===== src/rtl/mgt_01_booth_r4_seq_mul_pkg.sv =====
// Shared types and helpers for the radix-4 Booth sequential multiplier.
package mgt_01_booth_r4_seq_mul_pkg;

    typedef enum logic [1:0] {
        OP_MUL    = 2'b00,
        OP_MULH   = 2'b01,
        OP_MULHSU = 2'b10,
        OP_MULHU  = 2'b11
    } mul_op_e;

    typedef enum logic [1:0] {
        IDLE = 2'd0,
        BUSY = 2'd1,
        DONE = 2'd2
    } mul_state_e;

    // Operands are extended by two bits, so one extra Booth digit is needed.
    function automatic int booth_iter(input int xlen);
        return (xlen + 2) / 2;
    endfunction

endpackage


===== src/rtl/mgt_01_booth_r4_seq_mul_digit.sv =====
// Radix-4 Booth digit recoder: {B[1:0], L} -> 0, +-A, +-2A as zero/neg/two flags.
module mgt_01_booth_r4_digit (
    input  logic [2:0] bits_i,
    output logic       zero_o,
    output logic       neg_o,
    output logic       two_o
);

    always_comb begin
        zero_o = (bits_i == 3'b000) || (bits_i == 3'b111);
        neg_o  = bits_i[2] && !zero_o;
        two_o  = (bits_i == 3'b011) || (bits_i == 3'b100);
    end

endmodule


===== src/rtl/mgt_01_booth_r4_seq_mul.sv =====
// Iterative radix-4 Booth multiplier for MUL/MULH/MULHSU/MULHU, one digit per enabled cycle.
module mgt_01_booth_r4_seq_mul
    import mgt_01_booth_r4_seq_mul_pkg::*;
#(
    parameter int XLEN       = 32,
    parameter bit EARLY_ZERO = 1'b1
) (
    input  logic            clk_i,
    input  logic            rst_n_i,
    input  logic            clk_en_i,
    input  logic            kill_i,
    input  logic            valid_i,
    output logic            ready_o,
    input  logic [XLEN-1:0] multiplicand_i,
    input  logic [XLEN-1:0] multiplier_i,
    input  logic [1:0]      op_i,
    output logic            valid_o,
    input  logic            ready_i,
    output logic [XLEN-1:0] result_o,
    output logic            busy_o
);

    localparam int ITER = booth_iter(XLEN);
    localparam int CW   = $clog2(ITER + 1);
    localparam int AW   = XLEN + 2;
    localparam int PW   = XLEN + 3;
    localparam logic [CW-1:0] LAST = CW'(ITER - 1);

    mul_state_e      state_q, state_d;
    mul_op_e         op_q, op_d;
    logic [AW-1:0]   a_q, a_d;
    logic [AW-1:0]   b_q, b_d;
    logic            l_q, l_d;
    logic [PW-1:0]   p_q, p_d;
    logic [CW-1:0]   cnt_q, cnt_d;
    logic [XLEN-1:0] result_q, result_d;

    logic            dig_zero, dig_neg, dig_two;
    logic [PW-1:0]   addend, p_sum, p_step;
    logic [AW-1:0]   b_step;
    logic [AW-1:0]   a_ext, b_ext;
    logic [XLEN-1:0] sel_result;
    mul_op_e         op_in;
    logic            a_signed, b_signed;

    mgt_01_booth_r4_digit u_digit (
        .bits_i ({b_q[1:0], l_q}),
        .zero_o (dig_zero),
        .neg_o  (dig_neg),
        .two_o  (dig_two)
    );

    // Booth step: accumulate the recoded digit, then shift {P, B, L} right by two.
    always_comb begin
        addend = dig_two ? {a_q, 1'b0} : {a_q[AW-1], a_q};
        if (dig_zero) begin
            addend = '0;
        end
        p_sum  = dig_neg ? (p_q - addend) : (p_q + addend);
        p_step = {{2{p_sum[PW-1]}}, p_sum[PW-1:2]};
        b_step = {p_sum[1:0], b_q[AW-1:2]};
        // Product of the final step is {p_step[AW-1:0], b_step}; only its low 2*XLEN bits are exact.
        sel_result = (op_q == OP_MUL) ? b_step[XLEN-1:0]
                                      : {p_step[XLEN-3:0], b_step[AW-1:XLEN]};
    end

    always_comb begin
        op_in    = mul_op_e'(op_i);
        a_signed = (op_in != OP_MULHU);
        b_signed = (op_in == OP_MUL) || (op_in == OP_MULH);
        a_ext    = {{2{a_signed & multiplicand_i[XLEN-1]}}, multiplicand_i};
        b_ext    = {{2{b_signed & multiplier_i[XLEN-1]}}, multiplier_i};
    end

    always_comb begin
        state_d  = state_q;
        op_d     = op_q;
        a_d      = a_q;
        b_d      = b_q;
        l_d      = l_q;
        p_d      = p_q;
        cnt_d    = cnt_q;
        result_d = result_q;
        case (state_q)
            IDLE: begin
                if (valid_i && !kill_i) begin
                    op_d  = op_in;
                    a_d   = a_ext;
                    b_d   = b_ext;
                    l_d   = 1'b0;
                    p_d   = '0;
                    cnt_d = '0;
                    if (EARLY_ZERO && ((multiplicand_i == '0) || (multiplier_i == '0))) begin
                        state_d  = DONE;
                        result_d = '0;
                    end else begin
                        state_d = BUSY;
                    end
                end
            end
            BUSY: begin
                if (kill_i) begin
                    state_d = IDLE;
                end else begin
                    p_d   = p_step;
                    b_d   = b_step;
                    l_d   = b_q[1];
                    cnt_d = cnt_q + CW'(1);
                    if (cnt_q == LAST) begin
                        state_d  = DONE;
                        result_d = sel_result;
                    end
                end
            end
            DONE: begin
                if (kill_i || ready_i) begin
                    state_d = IDLE;
                end
            end
            default: state_d = IDLE;
        endcase
    end

    always_ff @(posedge clk_i or negedge rst_n_i) begin
        if (!rst_n_i) begin
            state_q  <= IDLE;
            op_q     <= OP_MUL;
            a_q      <= '0;
            b_q      <= '0;
            l_q      <= 1'b0;
            p_q      <= '0;
            cnt_q    <= '0;
            result_q <= '0;
        end else if (clk_en_i) begin
            state_q  <= state_d;
            op_q     <= op_d;
            a_q      <= a_d;
            b_q      <= b_d;
            l_q      <= l_d;
            p_q      <= p_d;
            cnt_q    <= cnt_d;
            result_q <= result_d;
        end
    end

    assign ready_o  = (state_q == IDLE);
    assign valid_o  = (state_q == DONE);
    assign busy_o   = (state_q != IDLE);
    assign result_o = result_q;

endmodule

===== config.mk =====
export PLATFORM = sky130hd
export DESIGN_NAME = mgt_01_booth_r4_seq_mul
export DESIGN_NICKNAME = d
export VERILOG_FILES = /design/src/rtl/mgt_01_booth_r4_seq_mul_pkg.sv /design/src/rtl/mgt_01_booth_r4_seq_mul_digit.sv /design/src/rtl/mgt_01_booth_r4_seq_mul.sv
export SDC_FILE = /design/constraint.sdc
export NUM_CORES = 1
export LEC_CHECK = 0
export ABC_CLOCK_PERIOD_IN_PS = 5900
export BUFFER_PORTS_ARGS = -buffer_cell sky130_fd_sc_hd__buf_2
export CORE_ASPECT_RATIO = 0.7
export CORE_UTILIZATION = 54
export CTS_CLUSTER_DIAMETER = 200
export DETAILED_ROUTE_END_ITERATION = 8
export HOLD_SLACK_MARGIN = 0.12
export PLACE_DENSITY_LB_ADDON = 0.08
export SLEW_MARGIN = 20
export SYNTH_ARGS = -nofsm -noshare
export SYNTH_HDL_FRONTEND = slang
export SYNTH_HIERARCHICAL = 1
export SYNTH_SLANG_ARGS = --single-unit

===== constraint.sdc =====
create_clock -name clk_i -period 5.9 [get_ports clk_i]
set_input_delay 0.885 -clock clk_i [delete_from_list [all_inputs] [get_ports clk_i]]
set_output_delay 0.885 -clock clk_i [all_outputs]
set_load 0.1 [all_outputs]

==> tab_implementation.tex <==
\begin{tabular}{lr}
\hline
Metric & Value \\
\hline
\multicolumn{2}{l}{\textbf{CTS}} \\
\quad TritonCTS sink count & between 100 and 150 \\
\quad Inserted Clock Buffers & 17 \\
\quad Number of buffers on the longest clock path & 2 \\
\quad Clock latency on the worst-skew pair & 0.44 ns \\
\quad Clock tree from TritonCTS & built \\
\quad Cell at the root of the clock tree & clkbuf\_16 \\
\quad Clock transition time at the flip-flop clock pins of the worst setup and hold paths & 0.06 ns \\
\quad Maximum level of the CTS H-tree & 4 \\
\multicolumn{2}{l}{\textbf{Detailed routing}} \\
\quad Per-cell via count in the routed design & between 6 and 7 \\
\quad Number of vias after detailed routing & $\sim$9,000 \\
\quad Router iterations before antenna repair & 6 \\
\quad Post-detailed-route wirelength per cell & 18.5 um \\
\quad Routed WL & 26,600 um \\
\quad Drt initial violations & 749 \\
\quad Number of nets still failing antenna checks after routing & 0 \\
\quad Detailed-route DRC error count & 0 \\
\multicolumn{2}{l}{\textbf{Synthesis}} \\
\quad Library cells used by synthesis & 75 \\
\quad Mean Syn Cell Area & $\sim$8.6 um2 \\
\quad Cell with the most instances after synthesis & nand2\_1 \\
\quad Number of flops mapped to enable cells by yosys & 0 \\
\quad Warnings, synthesis & 6 \\
\quad Synthesized netlist net count & 1,217 \\
\quad Register area share after synthesis & 0.375 \\
\quad Portion of synthesized cell area occupied by the leading cell type & 0.375 \\
\quad Instance count of the mapped netlist & 1,107 \\
\quad Post-synthesis async set-or-reset flop share & 1.00 \\
\quad Leading register cell type out of synthesis & dfrtp\_1 \\
\quad Top post-synthesis cells by count & 180 x nand2\_1, 142 x dfrtp\_1, 91 x a21oi\_1 \\
\quad Top cells by area in the synthesized netlist & dfrtp\_1 37\%, nand2\_1 7.1\%, ha\_1 4.9\%, a21oi\_1 4.8\%, mux2\_2 4.2\% \\
\quad Netlist Area Pre-Place & 9480 um2 \\
\quad \#FFs+latches synth & 142 \\
\quad Leading area contributor after synthesis & dfrtp\_1 \\
\multicolumn{2}{l}{\textbf{Worst setup path}} \\
\quad Reg2reg setup slack & between 0.3 and 0.4 ns \\
\quad Crit Path Max Fanout & 7 \\
\quad Element type at the critical path start & register \\
\quad Required time reported for the critical path endpoint & 6.22 ns \\
\quad Slowest cell delay on critical path & 0.47 ns \\
\quad Standard cell with the maximum stage delay on the critical path & or4b\_1 \\
\quad Cell breakdown of the critical path & nand2\_1 > o22ai\_4 > mux2\_2 > nand2\_1 > ha\_1 > or4b\_1 > a211oi\_2 > buf\_4 > a31oi\_1 > o32a\_1 > ha\_1 > nand2\_1 > o21ai\_0 > a21oi\_1 > o221ai\_1 > a21oi\_1 > a21oi\_1 > xnor2\_1 > a211oi\_1 > a21o\_1 \\
\quad Data arrival time of the critical path & 5.84 ns \\
\quad Type of element capturing the critical path & register \\
\quad Type of the setup path with the least slack & reg -> reg \\
\multicolumn{2}{l}{\textbf{Placed design}} \\
\quad Detailed placement HPWL & between 15,000 and 20,000 um \\
\quad Placement-stage worst setup slack & 0.298 ns \\
\quad Weighted congestion reported at the end of routability-driven placement & between 0.9 and 1 \\
\quad Count of input and output buffers & 106 \\
\multicolumn{2}{l}{\textbf{Status}} \\
\quad Result of the run & complete, no violations \\
\multicolumn{2}{l}{\textbf{STA}} \\
\quad Number of endpoints failing setup at the final stage & 0 \\
\quad Final-layout worst hold slack & 0.475 ns \\
\quad Tightest Pin Transition & approximately 0.97 ns \\
\quad Max Freq & 0.181 GHz \\
\quad Final worst setup slack & 0.382 ns \\
\quad Final-report hold violation count & 0 \\
\quad Setup repair after global routing missed its margin & false \\
\quad Number of max-slew violations in the final report & 0 \\
\quad Worst-case clock skew & 0.0153 ns \\
\quad Setup TNS & 0 ns \\
\quad Final clock period utilization by the worst path & 0.935 \\
\quad Final critical delay including setup and external delays & 5.52 ns \\
\quad Max-slew headroom at the worst pin & 0.353 \\
\multicolumn{2}{l}{\textbf{Floorplanning}} \\
\quad Standard-cell row count & 40 \\
\quad I/O pin total & roughly 110 \\
\quad Placeable Area & 17,200 um2 \\
\quad Total Die Area & $\sim$18,000 um2 \\
\quad Vertical die dimension & 113 um \\
\quad Initial Utilization & 0.552 \\
\quad Chip Width & 160 um \\
\multicolumn{2}{l}{\textbf{Final layout}} \\
\quad \# nets final & 1,303 \\
\quad Filler Cells Inserted & about 1,500 \\
\quad Share of post-route cells with drive strength above 1 & 0.184 \\
\quad Final core utilization & 0.633 \\
\quad Area growth from synthesis to layout & 14.6\% \\
\quad Antenna diode instance count & 0 \\
\multicolumn{2}{l}{\textbf{Global route}} \\
\quad Overall fraction of global-route tracks in use & 0.304 \\
\quad Number of global-route vias before repair & 8,168 \\
\quad Overall overflow remaining after global route & 0 \\
\quad Antenna violations before repair & 0 \\
\quad Maximum number of pins on one net before global-route repair & 88 \\
\quad Global-route wire length before repair & 43,300 um \\
\multicolumn{2}{l}{\textbf{Worst hold path}} \\
\quad Tightest Hold Check Type & reg -> reg \\
\multicolumn{2}{l}{\textbf{Run}} \\
\quad Max-cap violations & 0 \\
\hline
\end{tabular}
worst max-delay path, delay by kind of cell, from the launching register on:
kind,cells,cell delay (ns)
adder cells (fa/ha/maj),2,0.60
buffers and inverters,1,0.17
XOR/XNOR,1,0.23
AO/OA/AOI/OAI,11,2.76
flip-flops,1,0.45
multiplexers,1,0.38
AND/OR/NAND/NOR,4,0.82
registers in the layout, summed over array words and instances, names as in the netlist:
signal,flops
b_q,34
a_q,33
p_q,33
result_o,32
cnt_q,5
op_q,2
state_q,2
l_q,1
area by class of cell:
type                    count  area [um2]  share of cell area
clock buffers              18         429              0.0395
clock inverters            13         155              0.0143
inverters                  19        71.3             0.00656
multi-input cells         884        5660               0.521
flip-flops and latches    142        3560               0.327
well taps                 231         289              0.0266
repair buffers            129         709              0.0652
what timing repair did:
| item | CTS | global route |
|---|---|---|
| resized for setup | 0 | 3 |
| endpoints found under the setup margin | 0 | 4 |
| endpoints found under the hold margin | 0 | 0 |
| hold buffers | 0 | 0 |
| setup buffers | 0 | 3 |
logic make-up (layout without fill, tap and decap cells):
kind of cell               Yosys count  count (layout)  synth area share
AOI/OAI and AO/OA                  329             330             0.225
xor gates and xnor gates            52              52            0.0480
adders and majority gates           38              38            0.0509
buffers and inverters               82             179            0.0336
DFF                                142             142             0.375
muxes                               67              67            0.0753
and+or+nand+nor                    397             397             0.193
layout by cell type (no fill, tap or decap), drive strengths merged, types with 8 or more instances in the layout:
master and count:
o21a 8, nor3 19, nor2 89, clkbuf 18
xnor2 36, nand2 181, and3 8, a31oi 48
a21oi 91, nor4 17, nor2b 16, xor2 16
ha 37, nand3 11, a211oi 9, mux2i 32
inv 24, nand4 12, nand2b 11, a22o 27
buf 129, mux2 35, o21ai 71, dfrtp 142
a21o 24
metrics by stage:
step / area, um2 / instances
floorplan: 9490 / 1107
global placement: 10200 / 1401
detailed placement: 10200 / 1401
CTS: 10800 / 1432
global route: 10900 / 1436
finish: 10900 / 1436
routing by layer:
metal	GRT usage	routed length, um	up-vias	part of all wire
met4	0.0870	378	0	0.014
li1	-	-	4189	-
met3	0.0495	1610	28	0.060
met5	0	0	-	0
met2	0.473	12200	302	0.46
met1	0.437	12400	4242	0.47
path summary, 6_finish.rpt:
| path | cells after the start | start | end |
|---|---|---|---|
| setup / recovery | 20 | b_q[0] | result_o[24] |
| hold / removal | 1 | result_o[19] | result_o[19] |
| setup reg to reg | 20 | b_q[0] | result_o[24] |
| hold reg to reg | 1 | result_o[19] | result_o[19] |
| max in group asynchronous | 2 | rst_n_i | p_q[21] |
| min in group asynchronous | 1 | rst_n_i | result_o[6] |
Power is left out: the tool's default activity adds up to more than one toggle a clock period on the data nets, which glitch-free logic cannot reach.
